[src/rtl/prod_accum.sv]
// prod_accum: sums LEN unsigned products from the multiplier into a saturating
// ACC_W-bit accumulator and presents each frame total on a valid/ready port.
//
// state | meaning
// ------+---------------------------------------------------------------
// ACC   | accepting products, building the frame sum in acc
// HOLD  | frame total held on acc_out/ovf until the consumer takes it
module prod_accum #(
    parameter int N     = 8,
    parameter int LEN   = 4,
    parameter int ACC_W = 18
) (
    input  logic             clk,
    input  logic             rst,
    input  logic [2*N-1:0]   p,
    input  logic             in_valid,
    output logic             in_ready,
    input  logic             clr,
    output logic [ACC_W-1:0] acc_out,
    output logic             ovf,
    output logic             out_valid,
    input  logic             out_ready
);

    // Sized to hold LEN itself so the count never wraps before the handshake clears it.
    localparam int CNT_W = $clog2(LEN + 1);
    localparam logic [CNT_W-1:0] CNT_LAST = CNT_W'(LEN - 1);

    typedef enum logic {
        ACC  = 1'b0,
        HOLD = 1'b1
    } state_t;

    state_t           state;
    logic [ACC_W-1:0] acc;
    logic [CNT_W-1:0] cnt;

    logic             accept;
    logic [ACC_W:0]   sum;
    logic             sum_ovf;
    logic [ACC_W-1:0] sum_sat;

    // Ready only in ACC and never while reset is held; built from registered state.
    always_comb begin
        in_ready = (state == ACC) && !rst;
        accept   = in_valid && in_ready;
    end

    // One extra bit catches the carry out; a set carry clamps the result to all-ones.
    always_comb begin
        sum     = {1'b0, acc} + {{(ACC_W + 1 - 2*N){1'b0}}, p};
        sum_ovf = sum[ACC_W];
        sum_sat = sum_ovf ? {ACC_W{1'b1}} : sum[ACC_W-1:0];
    end

    // Frame FSM: accumulate in ACC, park the total in HOLD until it is taken.
    always_ff @(posedge clk) begin
        if (rst) begin
            state     <= ACC;
            acc       <= '0;
            cnt       <= '0;
            acc_out   <= '0;
            ovf       <= 1'b0;
            out_valid <= 1'b0;
        end else begin
            case (state)
                ACC: begin
                    if (clr) begin
                        // A clear wins over a same-cycle product; that product is dropped.
                        acc <= '0;
                        cnt <= '0;
                        ovf <= 1'b0;
                    end else if (accept) begin
                        acc <= sum_sat;
                        cnt <= cnt + CNT_W'(1);
                        ovf <= ovf | sum_ovf;
                        if (cnt == CNT_LAST) begin
                            acc_out   <= sum_sat;
                            out_valid <= 1'b1;
                            state     <= HOLD;
                        end
                    end
                end
                HOLD: begin
                    // clr is ignored here so a finished total can't be lost mid-handshake.
                    if (out_ready) begin
                        out_valid <= 1'b0;
                        acc       <= '0;
                        cnt       <= '0;
                        ovf       <= 1'b0;
                        state     <= ACC;
                    end
                end
                default: begin
                    state <= ACC;
                end
            endcase
        end
    end

endmodule
[config.mk]
export PLATFORM = sky130hd
export DESIGN_NAME = prod_accum
export DESIGN_NICKNAME = d
export VERILOG_FILES = /design/src/rtl/prod_accum.sv
export SDC_FILE = /design/constraint.sdc
export NUM_CORES = 1
export LEC_CHECK = 0
export BUFFER_PORTS_ARGS = -buffer_cell sky130_fd_sc_hd__buf_2
export CAP_MARGIN = 20
export CELL_PAD_IN_SITES_DETAIL_PLACEMENT = 0
export CELL_PAD_IN_SITES_GLOBAL_PLACEMENT = 1
export CORE_MARGIN = 4
export CORE_UTILIZATION = 42
export DETAILED_ROUTE_END_ITERATION = 16
export PLACE_DENSITY = 0.9
export REMOVE_ABC_BUFFERS = 1
export SLEW_MARGIN = 10
export SYNTH_ARGS = -nofsm -noshare
export SYNTH_HDL_FRONTEND = slang
export SYNTH_SLANG_ARGS = --single-unit
[constraint.sdc]
create_clock -name clk -period 3.9 [get_ports clk]
set_clock_uncertainty 0.2 [all_clocks]
set_input_delay 0.78 -clock clk [delete_from_list [all_inputs] [get_ports clk]]
set_output_delay 0.78 -clock clk [all_outputs]
set_load 0.005 [all_outputs]
Yosys cells after proc, flatten, opt, wreduce, memory -nomap -nowiden
Index checks and enable logic that the tools add are counted.

Add/subtract/negate cells: 2. Equal/unequal tests: 6. Multiplexer cells: 22. Bitwise logic cells: 3. Reductions and logical operators: 6.

Operators with widths (count): 2-to-1 mux 18 bit (4); one-hot mux 18 bit (2 select lines) (1); adder 18 x 16 -> 19 bit (1); 2-to-1 mux 1 bit (10); 2-to-1 mux 3 bit (3); AND reduction 4 bit (2); inequality test 2 bit (second input constant) (3); one-hot mux 1 bit (2 select lines) (3); one-hot mux 3 bit (2 select lines) (1); adder 3 x 1 -> 3 bit (second input constant) (1); equality test 3 x 2 -> 1 bit (second input constant) (1); inequality test 3 bit (second input constant) (1); logical AND 1 bit (2); inequality test 2 x 1 -> 1 bit (second input constant) (1); NOT 1 bit (2); AND reduction 2 bit (1); logical NOT 1 bit (1); bitwise OR 1 bit (1).

Register bits: 42. Bits of input ports: 21. Output and inout bits: 21. Logic and storage cells: 45.

Longest topological paths before layout
Gate-level depths: netlist of the first run.

Depth after elaboration: 6. Gate-level depth with buffers: 11. Depth with buffers taken out: 9.

Worst setup path before layout of the first run
OpenSTA, ideal clock, no wires.

Kind: in2reg. From: in p[0]. To: reg acc_out[9]. Setup time: 0.132 ns. Arrival time: 2.752 ns. Data required time: 3.568 ns. Slack: 0.816 ns. Stages on the path: 11. Buffers on the path: 2. Cell sequence: ha_1 -> fa_1 -> a21oi_1 -> o22ai_2 -> o31ai_4 -> o31ai_4 -> nor2b_4 -> buf_6 -> buf_6 -> nor3_1 -> nor3_2.

Word-level cells in the longest chain between the ends: 2.

RTL lines: from (decl) (RTL line 15) `input logic [2*N-1:0] p,`; adder 18 x 16 -> 19 bit (RTL line 51) `sum = {1'b0, acc} + {{(ACC_W + 1 - 2*N){1'b0}}, p};`; 2-to-1 mux 18 bit (RTL line 53) `sum_sat = sum_ovf ? {ACC_W{1'b1}} : sum[ACC_W-1:0];`; to (signal assigned) (RTL line 78) `acc_out <= sum_sat;`; to (decl) (RTL line 19) `output logic [ACC_W-1:0] acc_out,`.

Every way passes these cells. A chain may end at the register's enable or synchronous reset.

Worst setup path after layout of the first run
From: in p[7]. To: reg acc[15].

Word-level cells in the longest chain between the ends: 5.

RTL lines: adder 18 x 16 -> 19 bit (RTL line 51); 2-to-1 mux 18 bit (RTL line 53); 2-to-1 mux 18 bit (RTL line 73) `end else if (accept) begin`; 2-to-1 mux 18 bit (RTL line 68) `if (clr) begin`; one-hot mux 18 bit (2 select lines) (RTL line 66) `case (state)`; to (signal assigned) (RTL line 74) `acc <= sum_sat;`; to (decl) (RTL line 35) `logic [ACC_W-1:0] acc;`.

Every way passes these cells. The select of a mux whose other input is x is not followed.

==> results.md, run 1 <==
- Crit path DAT: 2.98 ns
- Residual DRC: 0
- Top post-synthesis cells by area: sky130_fd_sc_hd__dfxtp_1 (35%), sky130_fd_sc_hd__ha_1 (9.3%), sky130_fd_sc_hd__nor2_1 (5.9%)
- Slowest stage cell, crit path: sky130_fd_sc_hd__nor2b_4
- Worst setup startpoint: p[7]
- Die area: 7050 µm²
- Average vias per placed instance: 5.36
- Max transition margin: 0.580
- Seq/Total Area, Yosys: 0.347
- Post-Synthesis Cell Area: 2420 µm²
- CTS H-tree depth: 2
- Classification of the worst-slack hold path: flop to flop
- Met1 GRT Util: 0.211
- Post-CTS Repair Setup Buffers: 0
- Fin cells: 399
- Series of cell instances along the critical path: buf_2, ha_1, a21oi_1, a32oi_2, o31ai_4, o31ai_4, nor2b_4, nor3_2, a2111oi_2
- Reg-to-reg critical path startpoint: acc[0]
- Source-to-sink clock delay at the later pin of the worst-skew pair: 0.30 ns
- Cts bufs inserted: 5
- Number of global-route vias before repair: 2114
- Met2 Track Usage GR: 0.278
- Met3 Usage GRT: 0.0326
- Most frequently used flop master after synthesis: sky130_fd_sc_hd__dfxtp_1
- Post-synthesis sequential element count: 42
- Yosys top cell area share: 0.347
- Synthesized instance count: 287
- Routed vias: 2137
- Number of port buffers: 41
- Number of search-and-repair iterations in the first detailed-routing pass: 4
- Fmax: 336 MHz
- Leakage: 1.14 nW
- Initial Util: 0.437
- Num rows: 27
- Setup repair after global routing missed its margin: false
- Register-to-register path setup slack: 1.14 ns
- Stage delay of the slowest cell on the critical path: 0.50 ns
- Crit-path max FO: 16
- Placeable core region: 5540 µm²
- Routed WL per cell: 13.9 µm
- Total detailed-routing wirelength: 5.53 mm
- Synth Area per Inst: 8.44 µm²
- Clk sink count: 42
- Register area: 841 µm²
- Clock buffer depth: 2
- First-pass GRT wire length: 9.69 mm
- Shortest period the worst path allows: 2.98 ns
- TritonCTS clock tree: done
- Share of flip-flops with an asynchronous set or reset after synthesis: 0
- Post-Route Setup TNS: 0 ns
- Power per Cell Area: 331 nW/µm²
- Critical Path End Type: flop
- GR peak layer: met2
- Pin count of the biggest net entering global routing: 33
- Resize count post-CTS: 0
- Most frequent cell on the critical path: sky130_fd_sc_hd__o31ai_4
- Final Cycle Share: 0.764
- Post-synth EDFFs: 0
- Net count reported at finish: 366
- Endpoint of the worst setup timing path: acc[15]
- Maximum ir drop on the vdd rail: 0.177 mV
- Endpoint of the worst register-to-register path: acc[15]
- Status: finished, final reports clean
- Detailed Place HPWL: 4.15 mm
- Power, Total: 0.000925 W
- YS warnings: 0
- Weighted congestion at the end of routability-driven global placement: 0.883
- Required time at the worst-slack endpoint: 3.90 ns
- Worst hold slack after final layout: 0.251 ns
- Top-level port count: 42
- Setup CP Type: input pin to flop
- Slew of the pin with the lowest slew margin: 0.629 ns
- Relative area change from synthesis to final layout: 15.3%
- DR iter-0 viols: 113
- Max-cap violation count: 0
- Clock-pin slew of the registers on the worst-case setup and hold paths: 0.08 ns
- Worst reg-to-reg path cell count: 9
- Setup Viol. Count Final: 0
- Global router's overall resource usage: 0.167
- Netlist cell types: 48
- Final slew viol count: 0
- Antenna Violating Nets Remaining: 0
- Placed cells: 391
- Remaining Overflow, GRT: 0
- Crit start category: input pin
- Antenna cell count: 0
- Hold Fails Final Rpt: 0
- Die X-Extent: 83.9 µm
- Biggest area consumer among synthesized cells: sky130_fd_sc_hd__dfxtp_1
- Ratio of cells with drive above 1 in the final layout: 0.229
- Antenna violations before repair: 0
- Number of inserted filler cells in the final layout: 588
- Floorplan die height: 83.9 µm
- Hold_buf cts: 0
- Combined area of the multi-input logic cells: 1480 µm²
- CTS root buffer: sky130_fd_sc_hd__clkbuf_8
## cell usage in the layout (no fill, tap or decap), drive strengths merged, types with 2 or more instances in the layout
cell type | netlist | final
dfxtp | 42 | 42
a211oi | 11 | 11
ha | 18 | 18
nor3 | 8 | 8
nand2b | 2 | 2
a31oi | 4 | 4
o31ai | 3 | 3
a21oi | 28 | 28
and3 | 2 | 2
nand2 | 35 | 35
a21o | 3 | 3
xor2 | 6 | 6
a22oi | 2 | 2
a311oi | 4 | 4
o21a | 3 | 3
nor2b | 3 | 3
o22ai | 2 | 2
clkbuf | 11 | 6
o21ai | 18 | 18
o21bai | 3 | 3
inv | 9 | 9
buf | 2 | 45
xnor2 | 8 | 8
nand3 | 4 | 4
nor2 | 42 | 42
## critical path: cells and delay by family
kind / cells / cell delay (ns)
compound gates: 5 / 1.16
simple gates: 2 / 0.61
fa+ha+maj: 1 / 0.34
buf+inv: 1 / 0.10
## synth_stat cells, types with 2 or more instances
master                     number
sky130_fd_sc_hd__a211oi_1       5
sky130_fd_sc_hd__a211oi_2       6
sky130_fd_sc_hd__a21o_1         3
sky130_fd_sc_hd__a21oi_1       27
sky130_fd_sc_hd__a22oi_1        2
sky130_fd_sc_hd__a311oi_1       4
sky130_fd_sc_hd__a31oi_1        4
sky130_fd_sc_hd__and3_1         2
sky130_fd_sc_hd__buf_6          2
sky130_fd_sc_hd__clkbuf_1      11
sky130_fd_sc_hd__dfxtp_1       42
sky130_fd_sc_hd__ha_1          18
sky130_fd_sc_hd__inv_1          9
sky130_fd_sc_hd__nand2_1       35
sky130_fd_sc_hd__nand2b_1       2
sky130_fd_sc_hd__nand3_1        3
sky130_fd_sc_hd__nor2_1        38
sky130_fd_sc_hd__nor2_2         4
sky130_fd_sc_hd__nor2b_1        2
sky130_fd_sc_hd__nor3_1         6
sky130_fd_sc_hd__nor3_2         2
sky130_fd_sc_hd__o21a_1         3
sky130_fd_sc_hd__o21ai_0       11
sky130_fd_sc_hd__o21ai_1        7
sky130_fd_sc_hd__o21bai_1       3
sky130_fd_sc_hd__o31ai_4        2
sky130_fd_sc_hd__xnor2_1        8
sky130_fd_sc_hd__xor2_1         6
## kinds of logic (layout without fill, tap and decap cells)
logic type,after synthesis,count (layout),synth area share
compound gates,88,88,0.264
fa+ha+maj,19,19,0.101
mux,2,2,0.00878
xor+xnor,14,14,0.0506
simple gates,100,100,0.188
buf+inv,22,62,0.0403
flops,42,42,0.347
## cell type report
class                   count  area share
multi-input cells         223       0.531
repair buffers             45      0.0842
clock inverters             2      0.0134
clock buffers               6      0.0260
well taps                  72      0.0322
flip-flops and latches     42       0.301
inverters                   9      0.0121
## power breakdown
part / internal, W / switching [W] / leakage [nW]
logic: 0.0000559 / 0.0000857 / 0.747
registers: 0.000436 / 0.00000440 / 0.340
clock network: 0.000191 / 0.000152 / 0.0514
total: 0.000683 / 0.000242 / 1.14
## worst min-delay path by stage
stage	start	endpoint	slack, ns	depth (start not counted)
global route	out_valid	out_valid	0.28	2
CTS	out_valid	out_valid	0.26	2
detailed placement	out_valid	out_valid	0.25	2
global placement	acc[4]	acc[4]	0.24	2
finish	out_valid	out_valid	0.25	2
floorplan	acc[2]	acc[2]	0.23	2
## per-stage QoR
stage          cell area (µm²)  utilization  worst slack, ns
6_report                  2790        0.504            0.920
5_1_grt                   2790        0.504            0.748
4_1_cts                   2790        0.504            0.910
3_5_place_dp              2680        0.484            0.612
3_3_place_gp              2680        0.484            0.685
2_1_floorplan             2360            -             1.01
## layer usage
metal | vias to the layer above | share of wire
met1 | 984 | 0.47
li1 | 1097 | -
met2 | 47 | 0.46
met4 | 0 | 0.024
met3 | 9 | 0.047
met5 | - | 0
## flip-flops by register name, indices dropped and copies added, names as in the netlist
name / flops
acc: 18
ovf: 1
acc_out: 18
state: 1
cnt: 3
out_valid: 1
Power figures use the tool's default switching activity.
==> run 2, diff against run 1 <==
- clock period: 3.9 -> 3 ns (I/O delays scaled with it)
==> run 2 against run 1 <==
Combinational power up 34%. Register-to-register slack worse by 0.83 ns. Sequential power up 30%. Via count down 2.2%. Cell area up 1.6%. Die area unchanged. Final cell count up 1.5%. Clock power up 28%. Core utilization up 0.81 points. First-iteration DRC count down 29%.
==> results.md, run 2 (same netlist as run 1, synthesis figures left out) <==
- Status: finished, final reports clean (unchanged)
- Clock Power Share: 0.365 (was 0.371)
- DR iter-0 viols: 80 (was 113)
- Power per Cell Area: 423 nW/µm² (was 331 nW/µm²)
- Ratio of cells with drive above 1 in the final layout: 0.243 (was 0.229)
- Origin of the worst min-delay path: acc[0] (was out_valid)
- Number of inserted filler cells in the final layout: 575 (was 588)
- Number of global-route vias before repair: 2054 (was 2114)
- Post-layout worst setup margin: 0.234 ns (was 0.920 ns)
- Initial Util: 0.437 (unchanged)
- Internal: 0.000892 W (was 0.000683 W)
- Average vias per placed instance: 5.16 (was 5.36)
- Hold endpoint: acc[0] (was out_valid)
- CTS root buffer: sky130_fd_sc_hd__clkbuf_8 (unchanged)
- Setup CP Type: input pin to flop (unchanged)
- Residual DRC: 0 (unchanged)
- Crit-path max FO: 16 (unchanged)
- Placeable core region: 5540 µm² (unchanged)
- Sequential share of power: 0.477 (was 0.476)
- Sw Share: 0.256 (was 0.262)
- Die X-Extent: 83.9 µm (unchanged)
- Post-CTS Repair Setup Buffers: 0 (unchanged)
- Floorplan die height: 83.9 µm (unchanged)
- Critical Path End Type: flop (unchanged)
- Cts bufs inserted: 5 (unchanged)
- Antenna Violating Nets Remaining: 0 (unchanged)
- Net switching power of the design: 0.000308 W (was 0.000242 W)
- Required time at the worst-slack endpoint: 2.99 ns (was 3.90 ns)
- Clock-pin slew of the registers on the worst-case setup and hold paths: 0.08 ns (about the same)
- Register-to-register path setup slack: 0.31 ns (was 1.14 ns)
- Final standard cell utilization of the core: 0.512 (was 0.504)
- Reg-to-reg critical path startpoint: acc[0] (unchanged)
- Combined area of the multi-input logic cells: 1480 µm² (unchanged)
- Shortest period the worst path allows: 2.77 ns
- Resize count post-CTS: 0 (unchanged)
- Register area: 841 µm² (unchanged)
- Number of search-and-repair iterations in the first detailed-routing pass: 4 (unchanged)
- Number of port buffers: 41 (unchanged)
- Endpoint of the worst register-to-register path: acc[15] (unchanged)
- Total detailed-routing wirelength: 5.38 mm (was 5.53 mm)
- Max transition margin: 0.317 (was 0.580)
- Clk sink count: 42 (unchanged)
- Largest registers in the final layout: acc x18, acc_out x18, cnt x3 (unchanged)
- Setup repair after global routing missed its margin: false (unchanged)
- Remaining Overflow, GRT: 0 (unchanged)
- Final Cycle Share: 0.922
- Pin count of the biggest net entering global routing: 32 (was 33)
- Max-cap violation count: 0 (unchanged)
- TritonCTS clock tree: done (unchanged)
- Leakage: 1.17 nW (was 1.14 nW)
- Crit start category: input pin (unchanged)
- Top-level port count: 42 (unchanged)
- Setup Viol. Count Final: 0 (unchanged)
- Die area: 7050 µm² (unchanged)
- Fmax: 362 MHz
- Met2 Track Usage GR: 0.265 (was 0.278)
- Global router's overall resource usage: 0.158 (was 0.167)
- Slew of the pin with the lowest slew margin: 1.02 ns (was 0.629 ns)
- Hold Fails Final Rpt: 0 (unchanged)
- Final Cell Area: 2840 µm² (was 2790 µm²)
- Place WS: -0.0690 ns (was 0.612 ns)
- Net count reported at finish: 372 (was 366)
- Maximum ir drop on the vdd rail: 0.248 mV (was 0.177 mV)
- Post-Route Setup TNS: 0 ns (unchanged)
- First-pass GRT wire length: 9.23 mm (was 9.69 mm)
- Source-to-sink clock delay at the later pin of the worst-skew pair: 0.29 ns (was 0.30 ns)
- Antenna violations before repair: 0 (unchanged)
- Clock buffer depth: 2 (unchanged)
- Cell area after placement: 2730 µm² (was 2680 µm²)
- Weighted congestion at the end of routability-driven global placement: 0.883 (about the same)
- Worst reg-to-reg path cell count: 9 (unchanged)
- Hold Path Depth: 2 (unchanged)
- Most frequent cells in the layout: sky130_fd_sc_hd__dfxtp_1 (42), sky130_fd_sc_hd__buf_2 (41), sky130_fd_sc_hd__nor2_1 (38) (unchanged)
- Combinational Power Share: 0.158 (was 0.153)
- Relative area change from synthesis to final layout: 17.2% (was 15.3%)
- Final slew viol count: 0 (unchanged)
- Leading cell type in the layout, fill and taps excluded: sky130_fd_sc_hd__dfxtp_1 (unchanged)
- Routed vias: 2090 (was 2137)
- Met3 Usage GRT: 0.0346 (was 0.0326)
- Routed WL per cell: 13.3 µm (was 13.9 µm)
- Classification of the worst-slack hold path: flop to flop (unchanged)
- CTS H-tree depth: 2 (unchanged)
- Met1 GRT Util: 0.203 (was 0.211)
- GR peak layer: met2 (unchanged)
- Antenna cell count: 0 (unchanged)
- Num rows: 27 (unchanged)
- Crit path DAT: 2.75 ns (was 2.98 ns)
- Detailed Place HPWL: 4.15 mm (about the same)
- Hold_buf cts: 0 (unchanged)
==> run 2: changes by cell type in the layout (fill, tap and decap cells not counted), sizes merged <==
cell | previous run | this run
buf | 45 | 51
==> run 2: stage by stage <==
stage          hold WS, ns  instances  total power (W)
2_1_floorplan        0.229        274         0.000714
3_3_place_gp         0.238        397         0.000774
3_5_place_dp         0.247        397         0.000776
4_1_cts              0.258        405          0.00122
5_1_grt              0.275        405          0.00127
6_report             0.254        405          0.00120
==> run 2: final cells by class <==
type / count / area share
Multi-Input combinational cell: 223 / 0.523
Sequential cell: 42 / 0.296
Timing Repair Buffer: 51 / 0.0987
Tap cell: 72 / 0.0317
Clock buffer: 6 / 0.0256
Clock inverter: 2 / 0.0132
Inverter: 9 / 0.0119
==> run 2: metal layers <==
layer  wire length (µm)  vias up
li1                   -     1105
met1               2690      951
met2               2450       29
met3                177        5
met4                 62        0
met5                  0        -
==> run 2: critical path, cell delays in order <==
cell and delay, ns:
sky130_fd_sc_hd__buf_2 0.10, sky130_fd_sc_hd__ha_1 0.33, sky130_fd_sc_hd__a21oi_1 0.11, sky130_fd_sc_hd__a32oi_2 0.27, sky130_fd_sc_hd__o31ai_4 0.15, sky130_fd_sc_hd__o31ai_4 0.25, sky130_fd_sc_hd__nor2b_4 0.49, sky130_fd_sc_hd__nor3_2 0.11
sky130_fd_sc_hd__a2111oi_2 0.33
==> run 2: how the worst max path moves through the flow <==
stage	slack, ns	startpoint	cells past startpoint	endpoint
floorplan	0.29	p[7]	8	acc[15]
global placement	0.01	p[7]	9	acc[15]
detailed placement	-0.07	p[9]	9	acc[15]
CTS	0.24	p[9]	9	acc[15]
global route	0.09	p[9]	9	acc[15]
finish	0.23	p[9]	9	acc[15]
==> run 2: power groups by stage <==
stage | Sequential [W] | Combinational [W] | Clock (W)
floorplan | 0.000584 | 0.000129 | 0
global placement | 0.000585 | 0.000188 | 0
detailed placement | 0.000586 | 0.000190 | 0
CTS | 0.000573 | 0.000191 | 0.000458
global route | 0.000574 | 0.000214 | 0.000486
finish | 0.000573 | 0.000190 | 0.000438
